$ cat src/rtl/alu_muldiv_seq.sv
// rtl/alu_muldiv_seq.sv - sequential 16x16 multiply / 16/16 divide driving an external shared ALU
module alu_muldiv_seq (
  input  logic        clk,
  input  logic        rst,
  input  logic        start,
  input  logic        op_sel,
  input  logic [15:0] a,
  input  logic [15:0] b,
  output logic        busy,
  output logic        done,
  output logic        err,
  output logic [15:0] res_hi,
  output logic [15:0] res_lo,
  output logic [3:0]  alu_op,
  output logic [15:0] alu_ina,
  output logic [15:0] alu_inb,
  output logic        alu_cin,
  input  logic [15:0] alu_out,
  input  logic        alu_cout
);

  typedef enum logic [1:0] {
    S_IDLE = 2'd0,
    S_MUL  = 2'd1,
    S_DIV  = 2'd2
  } state_t;

  localparam logic [3:0] ALU_ADD = 4'b0000;
  localparam logic [3:0] ALU_SUB = 4'b0010;

  state_t      state_q, state_d;
  logic [3:0]  cnt_q, cnt_d;
  // hi holds acc_hi (MUL) or rem (DIV); lo holds mplier or quo; opnd holds mcand or divisor
  logic [15:0] hi_q, hi_d;
  logic [15:0] lo_q, lo_d;
  logic [15:0] opnd_q, opnd_d;
  logic        busy_q, busy_d;
  logic        done_q, done_d;
  logic        err_q, err_d;
  logic [15:0] res_hi_q, res_hi_d;
  logic [15:0] res_lo_q, res_lo_d;
  logic        div_ok;

  always_ff @(posedge clk) begin
    if (rst) begin
      state_q  <= S_IDLE;
      cnt_q    <= 4'd0;
      hi_q     <= 16'h0000;
      lo_q     <= 16'h0000;
      opnd_q   <= 16'h0000;
      busy_q   <= 1'b0;
      done_q   <= 1'b0;
      err_q    <= 1'b0;
      res_hi_q <= 16'h0000;
      res_lo_q <= 16'h0000;
    end else begin
      state_q  <= state_d;
      cnt_q    <= cnt_d;
      hi_q     <= hi_d;
      lo_q     <= lo_d;
      opnd_q   <= opnd_d;
      busy_q   <= busy_d;
      done_q   <= done_d;
      err_q    <= err_d;
      res_hi_q <= res_hi_d;
      res_lo_q <= res_lo_d;
    end
  end

  // ALU drive depends only on registered state so the external ALU sees a stable request
  always_comb begin
    alu_op  = ALU_ADD;
    alu_ina = 16'h0000;
    alu_inb = 16'h0000;
    alu_cin = 1'b0;
    case (state_q)
      S_MUL: begin
        alu_op  = ALU_ADD;
        alu_ina = hi_q;
        alu_inb = lo_q[0] ? opnd_q : 16'h0000;
        alu_cin = 1'b0;
      end
      S_DIV: begin
        alu_op  = ALU_SUB;
        alu_ina = {hi_q[14:0], lo_q[15]};
        alu_inb = opnd_q;
        alu_cin = 1'b1;
      end
      default: ;
    endcase
  end

  always_comb begin
    state_d  = state_q;
    cnt_d    = cnt_q;
    hi_d     = hi_q;
    lo_d     = lo_q;
    opnd_d   = opnd_q;
    busy_d   = busy_q;
    done_d   = 1'b0;
    err_d    = err_q;
    res_hi_d = res_hi_q;
    res_lo_d = res_lo_q;
    // a bit shifted out of rem[15] means the 17-bit partial remainder always exceeds the divisor
    div_ok   = hi_q[15] | alu_cout;

    case (state_q)
      S_IDLE: begin
        if (start) begin
          if (op_sel && (b == 16'h0000)) begin
            done_d   = 1'b1;
            err_d    = 1'b1;
            res_hi_d = a;
            res_lo_d = 16'hFFFF;
          end else begin
            hi_d    = 16'h0000;
            lo_d    = a;
            opnd_d  = b;
            cnt_d   = 4'd0;
            busy_d  = 1'b1;
            state_d = op_sel ? S_DIV : S_MUL;
          end
        end
      end
      S_MUL: begin
        hi_d  = {alu_cout, alu_out[15:1]};
        lo_d  = {alu_out[0], lo_q[15:1]};
        cnt_d = cnt_q + 4'd1;
      end
      S_DIV: begin
        hi_d  = div_ok ? alu_out : {hi_q[14:0], lo_q[15]};
        lo_d  = {lo_q[14:0], div_ok};
        cnt_d = cnt_q + 4'd1;
      end
      default: state_d = S_IDLE;
    endcase

    if ((state_q != S_IDLE) && (cnt_q == 4'd15)) begin
      busy_d   = 1'b0;
      done_d   = 1'b1;
      err_d    = 1'b0;
      res_hi_d = hi_d;
      res_lo_d = lo_d;
      state_d  = S_IDLE;
    end
  end

  assign busy   = busy_q;
  assign done   = done_q;
  assign err    = err_q;
  assign res_hi = res_hi_q;
  assign res_lo = res_lo_q;

endmodule

$ cat config.mk
export PLATFORM = sky130hd
export DESIGN_NAME = alu_muldiv_seq
export DESIGN_NICKNAME = d
export VERILOG_FILES = /design/src/rtl/alu_muldiv_seq.sv
export SDC_FILE = /design/constraint.sdc
export NUM_CORES = 1
export LEC_CHECK = 0
export ABC_CLOCK_PERIOD_IN_PS = 5250
export BUFFER_PORTS_ARGS = -buffer_cell sky130_fd_sc_hd__clkbuf_2
export CORE_MARGIN = 8
export CORE_UTILIZATION = 42
export CTS_BUF_LIST = sky130_fd_sc_hd__clkbuf_8
export DETAILED_ROUTE_END_ITERATION = 12
export GPL_ROUTABILITY_DRIVEN = 0
export PLACE_DENSITY = 0.66
export SYNTH_ARGS = -nofsm -noshare
export SYNTH_HDL_FRONTEND = slang
export SYNTH_SLANG_ARGS = --single-unit
$ cat constraint.sdc
create_clock -name clk -period 5.25 [get_ports clk]
set_input_delay 1.575 -clock clk [delete_from_list [all_inputs] [get_ports clk]]
set_output_delay 1.575 -clock clk [all_outputs]
set_load 0.05 [all_outputs]
Yosys cells after proc, flatten, opt, wreduce, memory -nomap -nowiden. Cells that the tools add are included.

Logic and storage cells: 66. Output and inout bits: 72. Bits of input ports: 53. Register bits after elaboration: 89.

Equal/unequal tests: 5. Add/sub/neg operators: 1. Reduce and logical (&&, ||, !) cells: 16. Bitwise logic cells: 3. Mux-type cells: 31.

Operators by type and width (count): $mux W16 (14); $pmux W16 S3 (2); $pmux W16 S2 (2); $logic_not A16 Y1 (1); $reduce_and A3 Y1 (5); $reduce_bool A2 Y1 (5); $mux W2 (4); $mux W4 (2); $pmux W4 S2 (1); $mux W1 (5); $add A4 B1 Y4 const B (1); $eq A4 B4 Y1 const B (1); $ne A2 B2 Y1 const B (2); $pmux W2 S2 (1); $reduce_or A2 Y1 (2); $eq A2 B1 Y1 const B (1); $eq A2 B2 Y1 const B (1); $logic_and A1 B1 Y1 (2); $logic_not A2 Y1 (1); $not A1 Y1 (2); $or A1 B1 Y1 (1).

Longest topological paths before layout. Gate-level depths: netlist (run 1).

Depth in word-level cells: 6. Mapped depth: 9. Mapped depth without buffers: 7.

Least setup slack after synthesis (run 1). Ideal clock, no wire load.

Path kind: register to output. From: reg state_q[0]. To: out alu_ina[0]. Stages on the path, launching flop included: 8. Arrival time: 2.602 ns. Slack: 1.073 ns. Buffers on the path: 3. Cells stage by stage: dfxtp_1 > inv_1 > ha_1 > clkbuf_1 > clkbuf_1 > buf_1 > a22oi_1 > nor2b_1.

Longest elaborated chain between the ends: 2.

RTL lines: start, declared (RTL line 31) `state_t state_q, state_d;`; start signal, assigned (RTL line 57) `state_q <= state_d;`; $eq A2 B2 Y1 / $eq A2 B1 Y1 (equally long branches) (RTL line 76) `case (state_q)`; $pmux W16 S2 (*) (RTL line 76); end, declared (RTL line 15) `output logic [15:0] alu_ina,`.

Every way passes the cells marked *; elsewhere a longest branch is shown, timed or not.

Worst setup path in the final report (run 1).
From: reg state_q[0]. To: out alu_inb[14].

Longest elaborated chain between the ends: 2.

RTL lines: $eq A2 B2 Y1 / $eq A2 B1 Y1 (equally long branches) (RTL line 76); $pmux W16 S2 (*) (RTL line 76); end, declared (RTL line 16) `output logic [15:0] alu_inb,`.

Marked as above.

==> impl_summary.txt, run 1 <==
----------------------------------------------------
[Drt]
  Final routed wire length divided by cell count ... 18.4 µm
  Final Routed Wirelength ... 14500 µm
  Antenna-violating nets left ... 0
  Number of vias in the routed layout ... 4590
  Total DRC errors in the routed layout ... 0
  Violation count after the first detailed-route iteration ... 521
  Via density ... 5.80
  Number of optimization iterations in the first detailed-route pass ... 5

[Worst setup path]
  Worst-path fanout max ... 23
  Slowest stage cell on the critical path ... nor2b_1
  Crit. Startpoint ... state_q[0]$_SDFFE_PP0P_
  Class of the most critical setup path ... flip-flop to output port
  Delay contributed by the slowest stage of the critical path ... 700 ps
  Crit path buf inv count ... 2
  Critical Path AT ... 2710 ps
  RR Startpoint ... state_q[0]$_SDFFE_PP0P_
  Required time reported for the critical path endpoint ... 3680 ps
  Top delay family on crit path ... simple AND/OR/NAND/NOR gates
  Cells along the critical path ... inv_1 > ha_1 > nor2b_1 > and2_1 > clkbuf_2
  Worst Setup Start Kind ... flip-flop
  Critical Path End Type ... output port

[Pwr]
  Overall power ... 1.49 mW
  Pwr Density ... 272 nW/µm²
  IR drop worst, VDD ... 148 µV
  P_leak ... 2.17 nW

[Clock network]
  Clock network latency to the later pin of the worst-skew pair ... 370 ps
  CTS sink count ... 89
  Resized cells post-CTS ... 0
  Root Driver ... clkbuf_8
  Post-cts hold buffer count ... 0
  Buffer levels on the longest clock path ... 2
  Clock tree from TritonCTS ... built
  Clock buffers created by TritonCTS ... 9
  Clock transition time at the flip-flop clock pins of the worst setup and hold paths ... 90 ps
  H-tree level count ... 3
  Post-CTS Repair Setup Buffers ... 0

[STA]
  Final worst path period share ... 0.816
  Endpoints failing hold ... 0
  Worst setup skew after layout ... 10.6 ps
  Transition time of the tightest slew-check pin ... 837 ps
  Final-report setup violation count ... 0
  Fmax ... 234 MHz
  Worst hold-check slack ... 453 ps
  Unrepaired setup endpoints after global routing ... false
  Clock period minus worst slack ... 4280 ps
  Worst max-slew margin expressed relative to the limit ... 0.441
  Count of final max-slew check failures ... 0
  Total negative slack ... 0 ps

[Final layout]
  Fraction of final layout cells sized beyond drive strength 1 ... 0.275
  Number of nets in the final layout ... 701
  Post-route non-filler standard cell count ... 791
  Growth of design area from synthesis to finish ... 15.0%
  Filler Cells Inserted ... 1101
  Antenna diode instance count ... 0
  Share of the core filled with cells ... 0.488

[Yosys]
  Synthesized-area fraction occupied by and/or/nand/nor cells ... 0.207
  Synth cell types ... 52
  Fraction of synthesized cell area in xor and xnor cells ... 0
  EDFF count, synth ... 0
  Per-instance average area after synthesis ... 8.51 µm²
  Most common cell in the synthesized netlist ... dfxtp_1
  Count of mapped cells out of synthesis ... 562
  Sequential element share of the synthesized area ... 0.373
  Most frequently used flop master after synthesis ... dfxtp_1
  Share of the synthesized area in the top cell type ... 0.373
  Leading post-synthesis cells by cell area ... dfxtp_1 37%, nand2_1 4.9%, a31oi_1 4.2%
  Share of flip-flops with an asynchronous set or reset ... 0
  Flops & latches, synth ... 89
  Area leader, netlist ... dfxtp_1
  Compound-Gate Fraction of Synth Area ... 0.321
  Multiplexer share of the synthesized area ... 0.0139
  Count of synthesis-stage warnings from yosys ... 0
  Adder and majority cell fraction of the synthesized area ... 0.0131
  Post-synth design cell area ... 4780 µm²
  Largest family of logic cells by synthesized area ... compound AO/OA/AOI/OAI gates
  Most frequent cells after synthesis ... 89 x dfxtp_1, 63 x nand2_1, 41 x nor2_1, 35 x a21oi_1, 32 x a31oi_1

[Hold path]
  HP Start ... opnd_q[14]$_SDFFE_PP0P_
  Type of the most critical hold path ... flip-flop to flip-flop

[Global route]
  Via count of the first global-routing pass ... 4437
  Met2 Track Usage GR ... 0.309
  Routing layer with the top usage in global route ... met2
  Number of antenna violations at the first check in global routing ... 0
  Overall global routing resource usage ... 0.187
  Pin count of the biggest net entering global routing ... 66
  Met3 usage in global routing ... 0.0396
  Final global-route overflow total ... 0
  First-pass GRT wire length ... 22800 µm
  GRT met1 Usage ... 0.234

[Floorplan]
  Initial core utilization ... 0.424
  DIE HEIGHT ... 123 µm
  Std-Cell Rows ... 39
  Die outline width ... 123 µm
  Floorplan die area ... 15100 µm²
  Core area ... 11300 µm²
  Ports ... 125

[Place]
  Cell Count Post-Placement ... 775
  Estimated wirelength of the detail-placed design ... 10300 µm
  Port-buffer cells ... 121

[Run status]
  Status ... completed

[Job]
  Max-cap viol count ... 0

----------------------------------------------------
[registers in the layout, indices dropped and copies added (netlist names)]
name / count
busy: 1
cnt_q: 4
done: 1
err: 1
hi_q: 16
lo_q: 16
opnd_q: 16
res_hi: 16
res_lo: 16
state_q: 2
[metal layers]
metal / up-vias / wire length [µm]
li1: 2235 / -
met1: 2152 / 6070
met2: 182 / 7150
met3: 21 / 1010
met4: 0 / 289
met5: - / 0
[metrics by stage]
stage / setup WS [ps] / area [µm²]
2_1_floorplan: 1070 / 4790
3_3_place_gp: 1460 / 5300
3_5_place_dp: 1320 / 5300
4_1_cts: 905 / 5500
5_1_grt: 720 / 5500
6_report: 968 / 5500
[worst register-to-register path: stages, from the launching register on]
cell and delay, ps:
dfxtp_1 340, inv_1 100, ha_1 490, nand2_1 510, o31ai_4 750, nor2_1 100, a311oi_1 320
[cell usage in the layout, fill, tap and decap left out, types with 2 or more instances in the layout]
master	Yosys	layout
clkbuf_2	0	121
dfxtp_1	89	89
nand2_1	63	63
nor2_1	41	41
a21oi_1	35	35
a31oi_1	32	32
nor2b_1	21	21
and2_1	20	20
a22oi_1	19	19
a221oi_1	17	17
o21ai_0	16	16
o211ai_1	15	15
nand3_1	15	15
nand2b_1	13	13
nor3_1	12	12
o221ai_1	12	12
o22a_1	11	11
a21oi_2	10	10
clkbuf_8	0	10
a221oi_2	9	9
inv_1	6	6
buf_4	5	6
mux2_2	5	5
a22o_1	5	5
o32ai_1	4	4
a311oi_1	4	4
ha_1	5	4
clkinv_2	0	4
conb_1	1	3
and3_1	2	2
a221o_1	2	2
o21ai_4	2	2
[power by group]
part / internal [mW] / total (mW) / switching, mW
registers: 0.711 / 0.746 / 0.0354
clock network: 0.230 / 0.474 / 0.244
logic: 0.0884 / 0.274 / 0.186
[logic make-up (layout without fill, tap and decap cells)]
family,count (synthesis),in the layout
AOI/OAI and AO/OA,200,200
adders and majority gates,5,5
buffers and inverters,65,149
DFF,89,89
muxes,6,6
other,1,3
and+or+nand+nor,196,196
[layout make-up]
class	instances	area, µm²	share of cell area
multi-input combinational	410	2670	0.485
sequential	89	1780	0.324
timing repair buffer	127	651	0.118
tap	143	179	0.0325
clock buffer	10	138	0.0250
clock inverter	6	57.6	0.0105
inverter	6	22.5	0.00410
[path summary, 6_finish.rpt]
kind,end,depth (start not counted),slack (ps)
worst max-delay path,alu_inb[14],5,970
worst min-delay path,opnd_q[14]$_SDFFE_PP0P_,2,450
worst max register to register,res_lo[3]$_SDFFE_PP0P_,6,2520
worst min register to register,opnd_q[14]$_SDFFE_PP0P_,2,450
No activity file was read; power rests on OpenSTA's default activity.
==> run 2: changes to the inputs <==
--- a/config.mk
+++ b/config.mk
@@ -5,14 +5,15 @@
 export SDC_FILE = /design/constraint.sdc
 export NUM_CORES = 1
 export LEC_CHECK = 0
-export ABC_CLOCK_PERIOD_IN_PS = 5250
+export ABC_AREA = 1
+export ABC_CLOCK_PERIOD_IN_PS = 3800
 export BUFFER_PORTS_ARGS = -buffer_cell sky130_fd_sc_hd__clkbuf_2
 export CORE_MARGIN = 8
 export CORE_UTILIZATION = 42
 export CTS_BUF_LIST = sky130_fd_sc_hd__clkbuf_8
 export DETAILED_ROUTE_END_ITERATION = 12
 export GPL_ROUTABILITY_DRIVEN = 0
-export PLACE_DENSITY = 0.66
+export PLACE_DENSITY = 0.69
 export SYNTH_ARGS = -nofsm -noshare
 export SYNTH_HDL_FRONTEND = slang
 export SYNTH_SLANG_ARGS = --single-unit
==> constraint.sdc (replaced) <==
create_clock -name clk -period 3.8 [get_ports clk]
set_input_delay 1.14 -clock clk [delete_from_list [all_inputs] [get_ports clk]]
set_output_delay 1.14 -clock clk [all_outputs]
set_load 0.05 [all_outputs]
==> impl_summary.txt, run 2 <==
----------------------------------------------------
[Run status]
  Status ... completed

[Place]
  Estimated wirelength of the detail-placed design ... 10800 µm (+4.5%)
  Cell Count Post-Placement ... 931 (+20%)
  DP Worst Slack ... 730 ps (-593 ps)
  Port-buffer cells ... 121 (unchanged)

[Yosys]
  Adder and majority cell fraction of the synthesized area ... 0.0135 (+0.000402)
  Per-instance average area after synthesis ... 6.54 µm² (-23%)
  Fraction of synthesized cell area in xor and xnor cells ... 0 (unchanged)
  Multiplexer share of the synthesized area ... 0 (-0.0139)
  Synth cell types ... 32 (-38%)
  Post-synth design cell area ... 4640 µm² (-3.0%)
  Most common cell in the synthesized netlist ... nand2_1
  Most frequently used flop master after synthesis ... dfxtp_1
  Flops & latches, synth ... 89 (unchanged)
  Count of synthesis-stage warnings from yosys ... 0 (unchanged)
  Synthesized-area fraction occupied by and/or/nand/nor cells ... 0.345 (+0.138)
  Share of the synthesized area in the top cell type ... 0.384 (+0.0115)
  Leading post-synthesis cells by cell area ... dfxtp_1 38%, nand2_1 17%, o21ai_0 6.8%
  Compound-Gate Fraction of Synth Area ... 0.170 (-0.151)
  Share of flip-flops with an asynchronous set or reset ... 0 (unchanged)
  Most frequent cells after synthesis ... 204 x nand2_1, 89 x dfxtp_1, 84 x nor2_1, 63 x o21ai_0, 60 x a21oi_1
  EDFF count, synth ... 0 (unchanged)
  Largest family of logic cells by synthesized area ... simple AND/OR/NAND/NOR gates
  Count of mapped cells out of synthesis ... 709 (+26%)
  Area leader, netlist ... dfxtp_1
  Sequential element share of the synthesized area ... 0.384 (+0.0115)

[Global route]
  Via count of the first global-routing pass ... 4714 (+6.2%)
  Number of antenna violations at the first check in global routing ... 0 (unchanged)
  First-pass GRT wire length ... 23700 µm (+4.3%)
  Pin count of the biggest net entering global routing ... 48 (-27%)
  Overall global routing resource usage ... 0.200 (+0.0133)
  Final global-route overflow total ... 0 (unchanged)

[Floorplan]
  Std-Cell Rows ... 38 (-2.6%)
  Core area ... 10800 µm² (-4.3%)
  DIE HEIGHT ... 121 µm (-1.3%)
  Die outline width ... 121 µm (-1.3%)
  Ports ... 125 (unchanged)
  Initial core utilization ... 0.430 (+0.00562)
  Floorplan die area ... 14700 µm² (-2.6%)

[Pwr]
  P_leak ... 2.59 nW (+19%)
  Share of total power in sequential cells ... 0.459 (-0.040)
  Overall power ... 2.22 mW (+49%)
  Clk network pwr share ... 0.376 (+0.059)
  Pwr Density ... 402 nW/µm² (+48%)
  Switch share ... 0.293 (-0.0185)
  IR drop worst, VDD ... 204 µV (+38%)
  Combinational share of power ... 0.165 (-0.019)
  Switching component of the power ... 650 µW (+40%)
  Internal power ... 1.57 mW (+53%)

[Job]
  Max-cap viol count ... 0 (unchanged)

[Drt]
  Violation count after the first detailed-route iteration ... 579 (+11%)
  Via density ... 5.29 (-8.9%)
  Total DRC errors in the routed layout ... 0 (unchanged)
  Final routed wire length divided by cell count ... 15.6 µm (-15%)
  Final Routed Wirelength ... 14800 µm (+1.6%)
  Number of optimization iterations in the first detailed-route pass ... 5 (unchanged)
  Number of vias in the routed layout ... 5006 (+9.1%)
  Antenna-violating nets left ... 0 (unchanged)

[STA]
  Final worst path period share ... 0.906
  Final-report setup violation count ... 0 (unchanged)
  Worst hold-check slack ... 481 ps (+28.0 ps)
  Fmax ... 290 MHz
  Count of final max-slew check failures ... 0 (unchanged)
  Worst setup skew after layout ... 10.3 ps (-0.365 ps)
  Endpoints failing hold ... 0 (unchanged)
  Clock period minus worst slack ... 3440 ps
  Unrepaired setup endpoints after global routing ... false
  Transition time of the tightest slew-check pin ... 1110 ps (+276 ps)
  Worst max-slew margin expressed relative to the limit ... 0.258 (-0.183)
  Final setup margin ... 357 ps (-611 ps)
  Total negative slack ... 0 ps (unchanged)

[Clock network]
  Clock network latency to the later pin of the worst-skew pair ... 370 ps (about the same)
  H-tree level count ... 3 (unchanged)
  Resized cells post-CTS ... 0 (unchanged)
  Clock transition time at the flip-flop clock pins of the worst setup and hold paths ... 90 ps (about the same)
  Root Driver ... clkbuf_8
  CTS sink count ... 89 (unchanged)
  Buffer levels on the longest clock path ... 2 (unchanged)
  Clock buffers created by TritonCTS ... 9 (unchanged)
  Post-cts hold buffer count ... 0 (unchanged)
  Clock tree from TritonCTS ... built
  Post-CTS Repair Setup Buffers ... 0 (unchanged)

[Final layout]
  Fraction of final layout cells sized beyond drive strength 1 ... 0.219 (-0.0554)
  Multi-input logic area ... 2460 µm² (-7.7%)
  Post-route non-filler standard cell count ... 947 (+20%)
  Filler Cells Inserted ... 1139 (+3.5%)
  Growth of design area from synthesis to finish ... 18.9%
  Highest-count cells in the layout ignoring fill and taps ... 204 x nand2_1, 121 x clkbuf_2, 89 x dfxtp_1
  Antenna diode instance count ... 0 (unchanged)
  Seq. cell area ... 1780 µm² (unchanged)
  Most common cell after layout, fill and taps aside ... nand2_1
  Number of nets in the final layout ... 860 (+23%)

[Worst setup path]
  Class of the most critical setup path ... flip-flop to output port
  Worst Setup Start Kind ... flip-flop
  Worst-path fanout max ... 16 (-30%)
  Required time reported for the critical path endpoint ... 2660 ps (-1020 ps)
  Critical Path AT ... 2300 ps (-410 ps)
  Critical Path End Type ... output port

[Hold path]
  Type of the most critical hold path ... flip-flop to flip-flop

----------------------------------------------------
-- run 2: changes by cell type after synthesis, moves of 20 or more --
cell,change
nand2_1,+141
o21ai_0,+47
nand3_1,+44
nor2_1,+43
a31oi_1,-32
inv_1,+29
a21oi_1,+25
nor2b_1,-21
and2_1,-20
-- run 2: area by class of cell --
cell class / instances / share of cell area
clock inverter: 5 / 0.0195
multi-input combinational: 531 / 0.447
tap: 140 / 0.0318
clock buffer: 11 / 0.0275
inverter: 40 / 0.0281
timing repair buffer: 131 / 0.123
sequential: 89 / 0.323
-- run 2: path summary, 6_finish.rpt --
path,depth (start not counted),slack (ps),start,end
min,2,480,err$_SDFFE_PP0P_,err$_SDFFE_PP0P_
min reg2reg,2,480,err$_SDFFE_PP0P_,err$_SDFFE_PP0P_
max,5,360,state_q[0]$_SDFFE_PP0P_,alu_inb[2]
max reg2reg,11,1290,state_q[0]$_SDFFE_PP0P_,res_lo[3]$_SDFFE_PP0P_
-- run 2: metrics by stage --
stage	utilization	instance area [µm²]
detailed placement	0.487	5260
CTS	0.511	5510
global placement	0.487	5260
global route	0.511	5510
floorplan	-	4650
finish	0.511	5510
-- run 2: routing by layer --
layer  up-vias  wire, µm  track usage
li1       2486         -            -
met4         0       312       0.0882
met5         -         0            0
met3        27      1130       0.0409
met2       187      6620        0.313
met1      2306      6690        0.260
-- run 2: critical path, stage by stage, from the launching register on --
cell and delay (ps):
dfxtp_1 410, inv_1 90, ha_1 210, a21oi_1 850
nor2_1 90, clkbuf_2 280
-- run 2: kinds of logic (layout without fill, tap and decap cells) --
group           count (synthesis)  in the layout
flops                          89             89
compound gates                146            146
buf+inv                        91            187
simple gates                  377            377
other cells                     1              3
fa+ha+maj                       5              5
-- run 2: power groups by stage --
stage,clock (mW),combinational [mW],sequential (mW)
after CTS,0.845,0.365,1.02
after global routing,0.883,0.409,1.02
after floorplan,0,0.265,1.03
after detailed placement,0,0.364,1.04
final,0.835,0.367,1.02
after global placement,0,0.357,1.04
